==> src/rtl/sn76489_pkg.sv <==
// sn76489_pkg: register codes, bus-master state encoding and register-class helper for SN76489 initiators
package sn76489_pkg;
  localparam logic [2:0] REG_FREQ1      = 3'b000;
  localparam logic [2:0] REG_FREQ2      = 3'b010;
  localparam logic [2:0] REG_FREQ3      = 3'b001;
  localparam logic [2:0] REG_ATT1       = 3'b100;
  localparam logic [2:0] REG_ATT2       = 3'b110;
  localparam logic [2:0] REG_ATT3       = 3'b101;
  localparam logic [2:0] REG_ATT_NOISE  = 3'b111;
  localparam logic [2:0] REG_NOISE_CTRL = 3'b011;
  typedef enum logic [1:0] {IDLE, SETUP, STROBE, RELEASE} state_t;
  function automatic logic is_freq_reg(input logic [2:0] code);
    return !code[2] && code != REG_NOISE_CTRL;
  endfunction
endpackage

==> src/rtl/sn76489_byte_encoder.sv <==
// sn76489_byte_encoder: maps a register write onto the PSG latch byte, optional data byte and two-byte flag
module sn76489_byte_encoder
  import sn76489_pkg::*;
(
  input  logic [2:0] code,
  input  logic [9:0] value,
  output logic [7:0] latch_byte,
  output logic [7:0] data_byte,
  output logic       two_byte
);
  logic [3:0] nibble;
  assign two_byte   = is_freq_reg(code);
  assign nibble     = two_byte ? value[9:6] : code == REG_NOISE_CTRL ? {value[1:0], value[2], 1'b0} : value[3:0];
  assign latch_byte = {nibble, code, 1'b1};
  assign data_byte  = {value[5:0], 2'b00};
endmodule

==> src/rtl/sn76489_bus_master.sv <==
// sn76489_bus_master: turns register-write requests into nCE/nWE/ready byte handshakes on the PSG bus
// Optional stuck-ready abort enabled by defining SN76489_BUS_MASTER_TIMEOUT_EN.
module sn76489_bus_master
  import sn76489_pkg::*;
#(
  parameter int TIMEOUT_CYCLES = 64
) (
  input  logic       clock,
  input  logic       nReset,
  input  logic       reqValid,
  output logic       reqReady,
  input  logic [2:0] reqReg,
  input  logic [9:0] reqValue,
  output logic [7:0] d,
  output logic       nCE,
  output logic       nWE,
  input  logic       ready,
  output logic       busy,
  output logic       timeoutErr
);
  state_t     state, next_state;
  logic [7:0] latch_byte, data_byte, data_q;
  logic       two_byte, pending, abort;

  sn76489_byte_encoder u_enc (
    .code      (reqReg),
    .value     (reqValue),
    .latch_byte(latch_byte),
    .data_byte (data_byte),
    .two_byte  (two_byte)
  );

  assign reqReady = state == IDLE;
  assign busy     = state != IDLE;
  assign nCE      = !(state == SETUP || state == STROBE);
  assign nWE      = state != STROBE;

`ifdef SN76489_BUS_MASTER_TIMEOUT_EN
  localparam int CW = $clog2(TIMEOUT_CYCLES + 1);
  logic [CW-1:0] cnt;
  assign abort = state == STROBE && !ready && cnt == CW'(TIMEOUT_CYCLES - 1);
  // STROBE-cycle counter, zero outside STROBE so each strobe starts fresh; abort flagged during RELEASE
  always_ff @(posedge clock or negedge nReset)
    if (!nReset) begin
      cnt        <= '0;
      timeoutErr <= 1'b0;
    end else begin
      cnt        <= state == STROBE ? cnt + 1'b1 : '0;
      timeoutErr <= abort;
    end
`else
  assign abort      = 1'b0;
  assign timeoutErr = TIMEOUT_CYCLES < 0;
`endif

  // next-state: one SETUP, strobe until ready (or abort), one RELEASE, then second byte or idle
  always_comb begin
    next_state = state;
    case (state)
      IDLE:    next_state = reqValid ? SETUP : IDLE;
      SETUP:   next_state = STROBE;
      STROBE:  next_state = (ready || abort) ? RELEASE : STROBE;
      default: next_state = pending ? SETUP : IDLE;
    endcase
  end

  // state, bus byte and pending data byte; d only moves on entry to SETUP so it is stable while nCE is low
  always_ff @(posedge clock or negedge nReset)
    if (!nReset) begin
      state   <= IDLE;
      d       <= 8'h00;
      data_q  <= 8'h00;
      pending <= 1'b0;
    end else begin
      state <= next_state;
      if (state == IDLE && reqValid) begin
        d       <= latch_byte;
        data_q  <= data_byte;
        pending <= two_byte;
      end else if (state == RELEASE && pending) begin
        d       <= data_q;
        pending <= 1'b0;
      end else if (abort) begin
        pending <= 1'b0;
      end
    end
endmodule

==> config.mk <==
export PLATFORM = sky130hd
export DESIGN_NAME = sn76489_bus_master
export DESIGN_NICKNAME = d
export VERILOG_FILES = /design/src/rtl/sn76489_pkg.sv /design/src/rtl/sn76489_byte_encoder.sv /design/src/rtl/sn76489_bus_master.sv
export SDC_FILE = /design/constraint.sdc
export NUM_CORES = 1
export LEC_CHECK = 0
export BUFFER_PORTS_ARGS = -buffer_cell sky130_fd_sc_hd__clkbuf_2
export CAP_MARGIN = 20
export CELL_PAD_IN_SITES_DETAIL_PLACEMENT = 1
export CELL_PAD_IN_SITES_GLOBAL_PLACEMENT = 2
export CORE_AREA = 5 5 62 64
export DETAILED_ROUTE_END_ITERATION = 12
export DIE_AREA = 0 0 67 69
export GPL_TIMING_DRIVEN = 0
export PLACE_DENSITY = 0.83
export SLEW_MARGIN = 20
export SYNTH_ARGS = -nofsm -noshare
export SYNTH_HDL_FRONTEND = slang
export SYNTH_SLANG_ARGS = --single-unit
==> constraint.sdc <==
create_clock -name clock -period 1.4 [get_ports clock]
set_input_delay 0.21 -clock clock [delete_from_list [all_inputs] [get_ports clock]]
set_output_delay 0.21 -clock clock [all_outputs]
set_load 0.02 [all_outputs]
==> summary.txt, run 1 <==
Critical path
  – CP max-delay cell: dfrtp_1
  – CP Launch Type: flip-flop
  – Crit path required time: 1.19 ns
  – CP delay by family, top: flip-flops
  – CP Class: flip-flop to output pin
  – CP Data Arrival Time: 1.17 ns
  – Worst stage delay on the critical path: 0.40 ns
  – Cell mode on critical path: inv_2
  – CP Launch Point: state[1]$_DFF_PN0_
  – Bufs and invs on worst path: 3
  – Worst Path Max Fanout: 3
  – Worst r2r src: state[1]$_DFF_PN0_
  – Setup crit end kind: output pin
  – Sequence of cells on the critical path: inv_2 -> ha_4 -> inv_2 -> buf_8

Synth
  – Unique masters post-synth: 22
  – Dominant synthesized flop cell: dfrtp_1
  – Synth area leaders: dfrtp_1 (49%), nand2_1 (12%), mux2i_1 (7.0%)
  – Register area share after synthesis: 49.3%
  – Synth area leader: dfrtp_1
  – Post-synth ARST share: 100%
  – Syn Inst Count: 90
  – Avg Cell Area, Syn: 9.59 sq um
  – Synthesized area: 863 sq um
  – Top-area cell type share of the netlist area: 49.3%
  – Synth top cells by count: nand2_1 (27), dfrtp_1 (17), inv_1 (6), mux2i_1 (6)
  – Net Count, Synth: 111
  – EDFF count, synth: 0
  – Synthesized flop and latch total: 17
  – Syn. warnings: 0
  – Most instantiated library cell after synthesis: nand2_1

STA
  – Final min period: 1.38 ns
  – Max Slew Vio Count: 0
  – Final setup violation count: 0
  – Peak Freq: 722 MHz
  – Layout Skew: 0.00229 ns
  – PnR worst setup slack: 0.0156 ns
  – Period utilization: 98.9%
  – Fin. Hold Viols: 0
  – RSZ-0062 raised after global routing: yes

Placement
  – Buffers added on ports: 28
  – Hpwl dp: 1.70 mm
  – GPL Wtd Cong: 0.746
  – Dpl ws: 0.0181 ns
  – Dpl cells: 164

Clock tree
  – CTS Buf Count: 3
  – TritonCTS clock tree: yes
  – H-tree depth: 1
  – Sink Count: 17
  – Clock Path Buffers: 2
  – Clock latency on the worst-skew pair: 0.29 ns
  – Root Driver: clkbuf_4
  – Clk pin slew, worst setup/hold paths: 0.09 ns

Layout
  – # diodes: 0
  – Multi-input logic area: 405 sq um
  – Non-Filler Instances: 171
  – Area growth, synth to finish: 33.5%
  – Share of cells above drive strength 1: 36.8%
  – Sequential cell area: 425 sq um
  – Filler cell count: 396
  – Final #Nets: 147

Run status
  – Status: finished, final reports clean

Detailed routing
  – Vias: 747
  – DRT antenna net count: 0
  – Final wirelength: 2.25 mm
  – 1st-pass router iterations: 2
  – DRC viols: 0
  – DRT iter0 DRCs: 22
  – Wire per inst: 13.2 microns
  – Vias/cell: 4.37

Run
  – Max Cap Viol: 0

Global routing
  – Global-route wire length before repair: 3.75 mm
  – Met3 Usage GRT: 2.27%
  – Met2 GRT Util: 17.6%
  – Vias in the first global route: 803
  – Overflow after GRT: 0
  – Met1 usage: 12.8%
  – All-Layer GR Usage: 10.8%
  – Initial antenna violation count: 0
  – Largest net degree at the start of global routing: 18
  – Top Usage Layer GRT: met2

Hold path
  – Min-delay src: reqValue[4]
  – Min-Delay Path Class: primary input to flip-flop

Power
  – Leak pwr: 0.630 nW
  – Sw frac: 42.5%
  – Gate power share: 53.3%
  – Sw power: 0.00103 W
  – Internal Power: 0.00139 W
  – Peak VDD IR: 806 uV
  – Sequential power share: 35.7%
  – Clock power share: 10.9%
  – Pwr Density: 2100 nW/um^2

Floorplan
  – Num rows: 21
  – Die area: 4620 sq um
  – Top Ports: 30
  – Die Span Y: 69 microns
  – Die X: 67 microns
  – Initial Util: 26.7%
  – Core area: 3230 sq um
## metrics by stage
step	power, W	hold slack, ns	utilization (%)	TNS, ns	instance area [sq um]
CTS	0.00242	0.0930	35.2	-0.0176	1140
global route	0.00266	0.0955	35.7	-0.0631	1150
finish	0.00242	0.0974	35.7	0	1150
detailed placement	0.00199	0.172	32.8	0	1060
global placement	0.00194	0.161	32.8	0	1060
floorplan	0.00160	-0.0856	-	0	863
## state kept, by name, summed over array words and instances (netlist names)
name,cells
data_q,6
d,8
pending,1
state,2
## path summary, 6_finish.rpt
check | cells after the start | slack, ns | to
max reg2reg | 5 | 0.10 | d[5]$_DFFE_PN0P_
max in group asynchronous | 2 | 0.72 | d[5]$_DFFE_PN0P_
min | 3 | 0.1 | data_q[6]$_DFFE_PN0P_
max | 4 | 0.02 | nCE
min in group asynchronous | 2 | 0.38 | data_q[4]$_DFFE_PN0P_
min reg2reg | 2 | 0.49 | d[0]$_DFFE_PN0P_
## timing repair
action | in CTS | in global routing
setup buffers | 2 | 0
gates resized for setup | 7 | 6
pin swaps | 0 | 3
hold buffers | 1 | 0
endpoints found under the setup margin | 4 | 8
hold endpoints to repair | 17 | 0
## logic make-up (layout without fill, tap and decap cells)
family          Yosys count  after routing  share of synthesized area, %
buf+inv                  10             45                          6.67
simple gates             36             36                          19.1
fa+ha+maj                 4              4                          5.80
flops                    17             17                          49.3
mux                       6              6                          6.96
compound gates           16             16                          11.7
other cells               1              1                         0.434
## placed cells by master, fill, tap and decap left out
master and count:
and2_1 1, conb_1 1, and3_1 3, mux2i_1 6, nand2_1 27, inv_1 3
clkbuf_4 4, nand3b_1 1, nand2_4 1, a21oi_1 2, a221oi_2 1, buf_8 1
a211oi_1 3, dfrtp_1 17, o21ai_0 3, o21ai_1 4, ha_4 2, dlygate4sd3_1 1
o22ai_1 3, clkbuf_1 1, nand2_2 1, ha_1 2, clkbuf_2 24, nand3_1 1
buf_4 4, buf_6 2, nor2b_2 1, buf_2 2, inv_2 3
## worst reg2reg max path, delay by kind of cell (launching register included)
family | cells | cell delay (ns)
simple gates | 1 | 0.14
fa+ha+maj | 1 | 0.16
buf+inv | 1 | 0.16
compound gates | 1 | 0.10
mux | 1 | 0.20
flops | 1 | 0.42
## power by group through the flow
stage | clock [W] | sequential (W) | combinational [W]
6_report | 0.000265 | 0.000865 | 0.00129
3_3_place_gp | 0 | 0.000864 | 0.00107
3_5_place_dp | 0 | 0.000888 | 0.00110
4_1_cts | 0.000282 | 0.000872 | 0.00127
5_1_grt | 0.000312 | 0.000895 | 0.00145
2_1_floorplan | 0 | 0.000990 | 0.000607
## layer usage
| metal | vias to the layer above | routed length (microns) |
|---|---|---|
| met3 | 5 | 107 |
| met5 | - | 0 |
| met1 | 360 | 939 |
| met4 | 0 | 52 |
| met2 | 18 | 1150 |
| li1 | 364 | - |
## cell type report
type | count | share of cell area [%]
Buffer | 4 | 3.04
Sequential cell | 17 | 36.9
Inverter | 6 | 1.95
Tap cell | 46 | 4.99
Multi-Input combinational cell | 63 | 35.2
Timing Repair Buffer | 31 | 15.6
Clock buffer | 4 | 2.28
No activity file was read; power rests on OpenSTA's default activity.
==> run 2: changes to the inputs <==
Settings changed: RECOVER_POWER from default to 100, SLEW_MARGIN 20 to 40.
==> run 2 against run 1 <==
  * Wire length rose by 0.53%
  * Combinational power barely moved
  * Worst hold slack barely moved
  * Power fell by 1.0%
  * Core utilization fell by 0.35 points
  * Sequential power barely moved
  * Sequential share of layout area rose by 0.36 points
  * Setup slack improved by 0.0019 ns
  * Design area fell by 0.98%
  * Clock-buffer cell count did not move
  * Non-clock buffer count did not move
==> summary.txt, run 2 (synthesis gave the netlist of run 1 again) <==
Run status
  – Status: finished, final reports clean

Placement
  – GPL Wtd Cong: 0.746 (unchanged)
  – Buffers added on ports: 28 (unchanged)
  – Hpwl dp: 1.70 mm (unchanged)
  – Dpl cells: 164 (unchanged)
  – Placed cell area: 1060 sq um (unchanged)

STA
  – Fin. Hold Viols: 0 (unchanged)
  – RSZ-0062 raised after global routing: yes
  – Peak Freq: 723 MHz (+0.14%)
  – Final setup violation count: 0 (unchanged)
  – Max Slew Vio Count: 0 (unchanged)
  – Final min period: 1.38 ns (-0.00188 ns)
  – Layout Skew: 0.00351 ns (+0.00123 ns)
  – Slew margin rel.: 38.0%
  – Slew @ Worst Pin: 0.931 ns
  – Period utilization: 98.8% (-0.13 points)
  – Setup TNS: 0 ns (unchanged)

Floorplan
  – Top Ports: 30 (unchanged)
  – Num rows: 21 (unchanged)
  – Die area: 4620 sq um (unchanged)
  – Die X: 67 microns (unchanged)
  – Die Span Y: 69 microns (unchanged)
  – Initial Util: 26.7% (unchanged)
  – Core area: 3230 sq um (unchanged)

Global routing
  – All-Layer GR Usage: 10.8% (unchanged)
  – Largest net degree at the start of global routing: 18 (unchanged)
  – Top Usage Layer GRT: met2
  – Vias in the first global route: 803 (unchanged)
  – Met3 Usage GRT: 2.27% (unchanged)
  – Met2 GRT Util: 17.6% (unchanged)
  – Initial antenna violation count: 0 (unchanged)
  – Global-route wire length before repair: 3.75 mm (unchanged)
  – Overflow after GRT: 0 (unchanged)
  – Met1 usage: 12.8% (unchanged)

Critical path
  – CP Launch Type: flip-flop
  – Setup crit end kind: output pin
  – CP delay by family, top: flip-flops
  – CP Data Arrival Time: 1.17 ns (about the same)
  – Sequence of cells on the critical path: inv_2 -> ha_4 -> inv_2 -> buf_8
  – Cell mode on critical path: inv_2
  – Worst Path Max Fanout: 3 (unchanged)
  – Worst stage delay on the critical path: 0.40 ns (about the same)
  – CP Class: flip-flop to output pin
  – Bufs and invs on worst path: 3 (unchanged)
  – Crit path required time: 1.19 ns (about the same)
  – CP max-delay cell: dfrtp_1

Layout
  – Final #Nets: 147 (unchanged)
  – Area growth, synth to finish: 32.2%
  – Biggest registers after layout: d: 8 flops, data_q: 6 flops, state: 2 flops
  – Final Cell Area: 1140 sq um (-0.98%)
  – Max reg flops: 8 (unchanged)
  – Non-Filler Instances: 171 (unchanged)
  – Filler cell count: 397 (+0.25%)
  – Biggest register: d
  – # diodes: 0 (unchanged)
  – Share of cells above drive strength 1: 29.6% (-7.2 points)
  – Most common cell after layout, fill and taps aside: nand2_1
  – Commonest non-fill, non-tap cells in the layout: nand2_1 (27), dfrtp_1 (17), clkbuf_2 (16)

Detailed routing
  – Vias: 750 (+0.40%)
  – DRT iter0 DRCs: 21 (-4.5%)
  – Vias/cell: 4.39 (+0.40%)
  – DRT antenna net count: 0 (unchanged)
  – 1st-pass router iterations: 4 (+2)
  – DRC viols: 0 (unchanged)
  – Wire per inst: 13.2 microns (+0.53%)
  – Final wirelength: 2.26 mm (+0.53%)

Run
  – Max Cap Viol: 0 (unchanged)

Power
  – Pwr Density: 2100 nW/um^2 (about the same)
  – Tot Pwr: 0.00240 W (-1.0%)
  – Peak VDD IR: 806 uV (about the same)
  – Leak pwr: 0.604 nW (-4.1%)

Clock tree
  – TritonCTS clock tree: yes
  – H-tree depth: 1 (unchanged)
  – Clk pin slew, worst setup/hold paths: 0.10 ns (about the same)
  – Clock Path Buffers: 2 (unchanged)
  – Clock latency on the worst-skew pair: 0.29 ns (about the same)
  – Root Driver: clkbuf_4
  – CTS Buf Count: 3 (unchanged)
  – Sink Count: 17 (unchanged)

Hold path
  – Min-Delay Path Class: primary input to flip-flop
-- run 2: cell count changes in the layout (fill, tap and decap cells not counted) --
cell / before / now
clkbuf_2: 24 / 16
clkbuf_1: 1 / 10
buf_2: 2 / 1
-- run 2: repair_timing --
| item | CTS | global route |
|---|---|---|
| endpoints found under the setup margin | 4 | 8 |
| buffers inserted | 2 | 0 |
| resized for setup | 7 | 6 |
| hold buffers | 1 | 0 |
| pin swaps | 0 | 3 |
| cloned | 0 | 0 |
| hold endpoints to repair | 17 | 0 |
-- run 2: per-stage QoR --
stage,hold WS [ns],worst slack [ns],utilization [%]
floorplan,-0.0856,0.0494,-
global placement,0.161,0.0607,32.8
detailed placement,0.172,0.0181,32.8
CTS,0.0930,-0.0176,35.2
global route,0.0955,-0.0506,35.3
finish,0.0978,0.0175,35.3
-- run 2: power breakdown --
| group | switching (W) | internal (W) |
|---|---|---|
| sequential | 0.000141 | 0.000725 |
| combinational | 0.000738 | 0.000529 |
| clock | 0.000153 | 0.000111 |
| total | 0.00103 | 0.00136 |
-- run 2: area by class of cell --
type                       count  area [sq um]  share of cell area, %
clock buffer                   4          26.3                   2.30
sequential                    17           425                   37.3
multi-input combinational     63           405                   35.5
buffer                         4          35.0                   3.07
timing repair buffer          31           169                   14.8
tap                           46          57.6                   5.04
inverter                       6          22.5                   1.97
-- run 2: metal layers --
| layer | share of wire [%] | vias to the layer above |
|---|---|---|
| met2 | 48 | 20 |
| li1 | - | 365 |
| met3 | 4.9 | 5 |
| met1 | 44 | 360 |
| met4 | 2.3 | 0 |
| met5 | 0 | - |
-- run 2: path summary, 6_finish.rpt --
check                                    from               endpoint  slack (ns)  cells past startpoint
min                               reqValue[4]  data_q[6]$_DFFE_PN0P_         0.1                      3
max in group asynchronous              nReset       d[5]$_DFFE_PN0P_        0.27                      2
max reg2reg                state[1]$_DFF_PN0_       d[7]$_DFFE_PN0P_        0.09                      5
max                        state[1]$_DFF_PN0_                    nCE        0.02                      4
min in group asynchronous              nReset       d[3]$_DFFE_PN0P_        0.57                      2
min reg2reg                  d[0]$_DFFE_PN0P_       d[0]$_DFFE_PN0P_        0.49                      2
-- run 2: tightest hold or removal path, delay by kind of cell --
| kind | cells | cell delay [ns] |
|---|---|---|
| buffers and inverters | 1 | 0.08 |
| AND/OR/NAND/NOR | 2 | 0.08 |
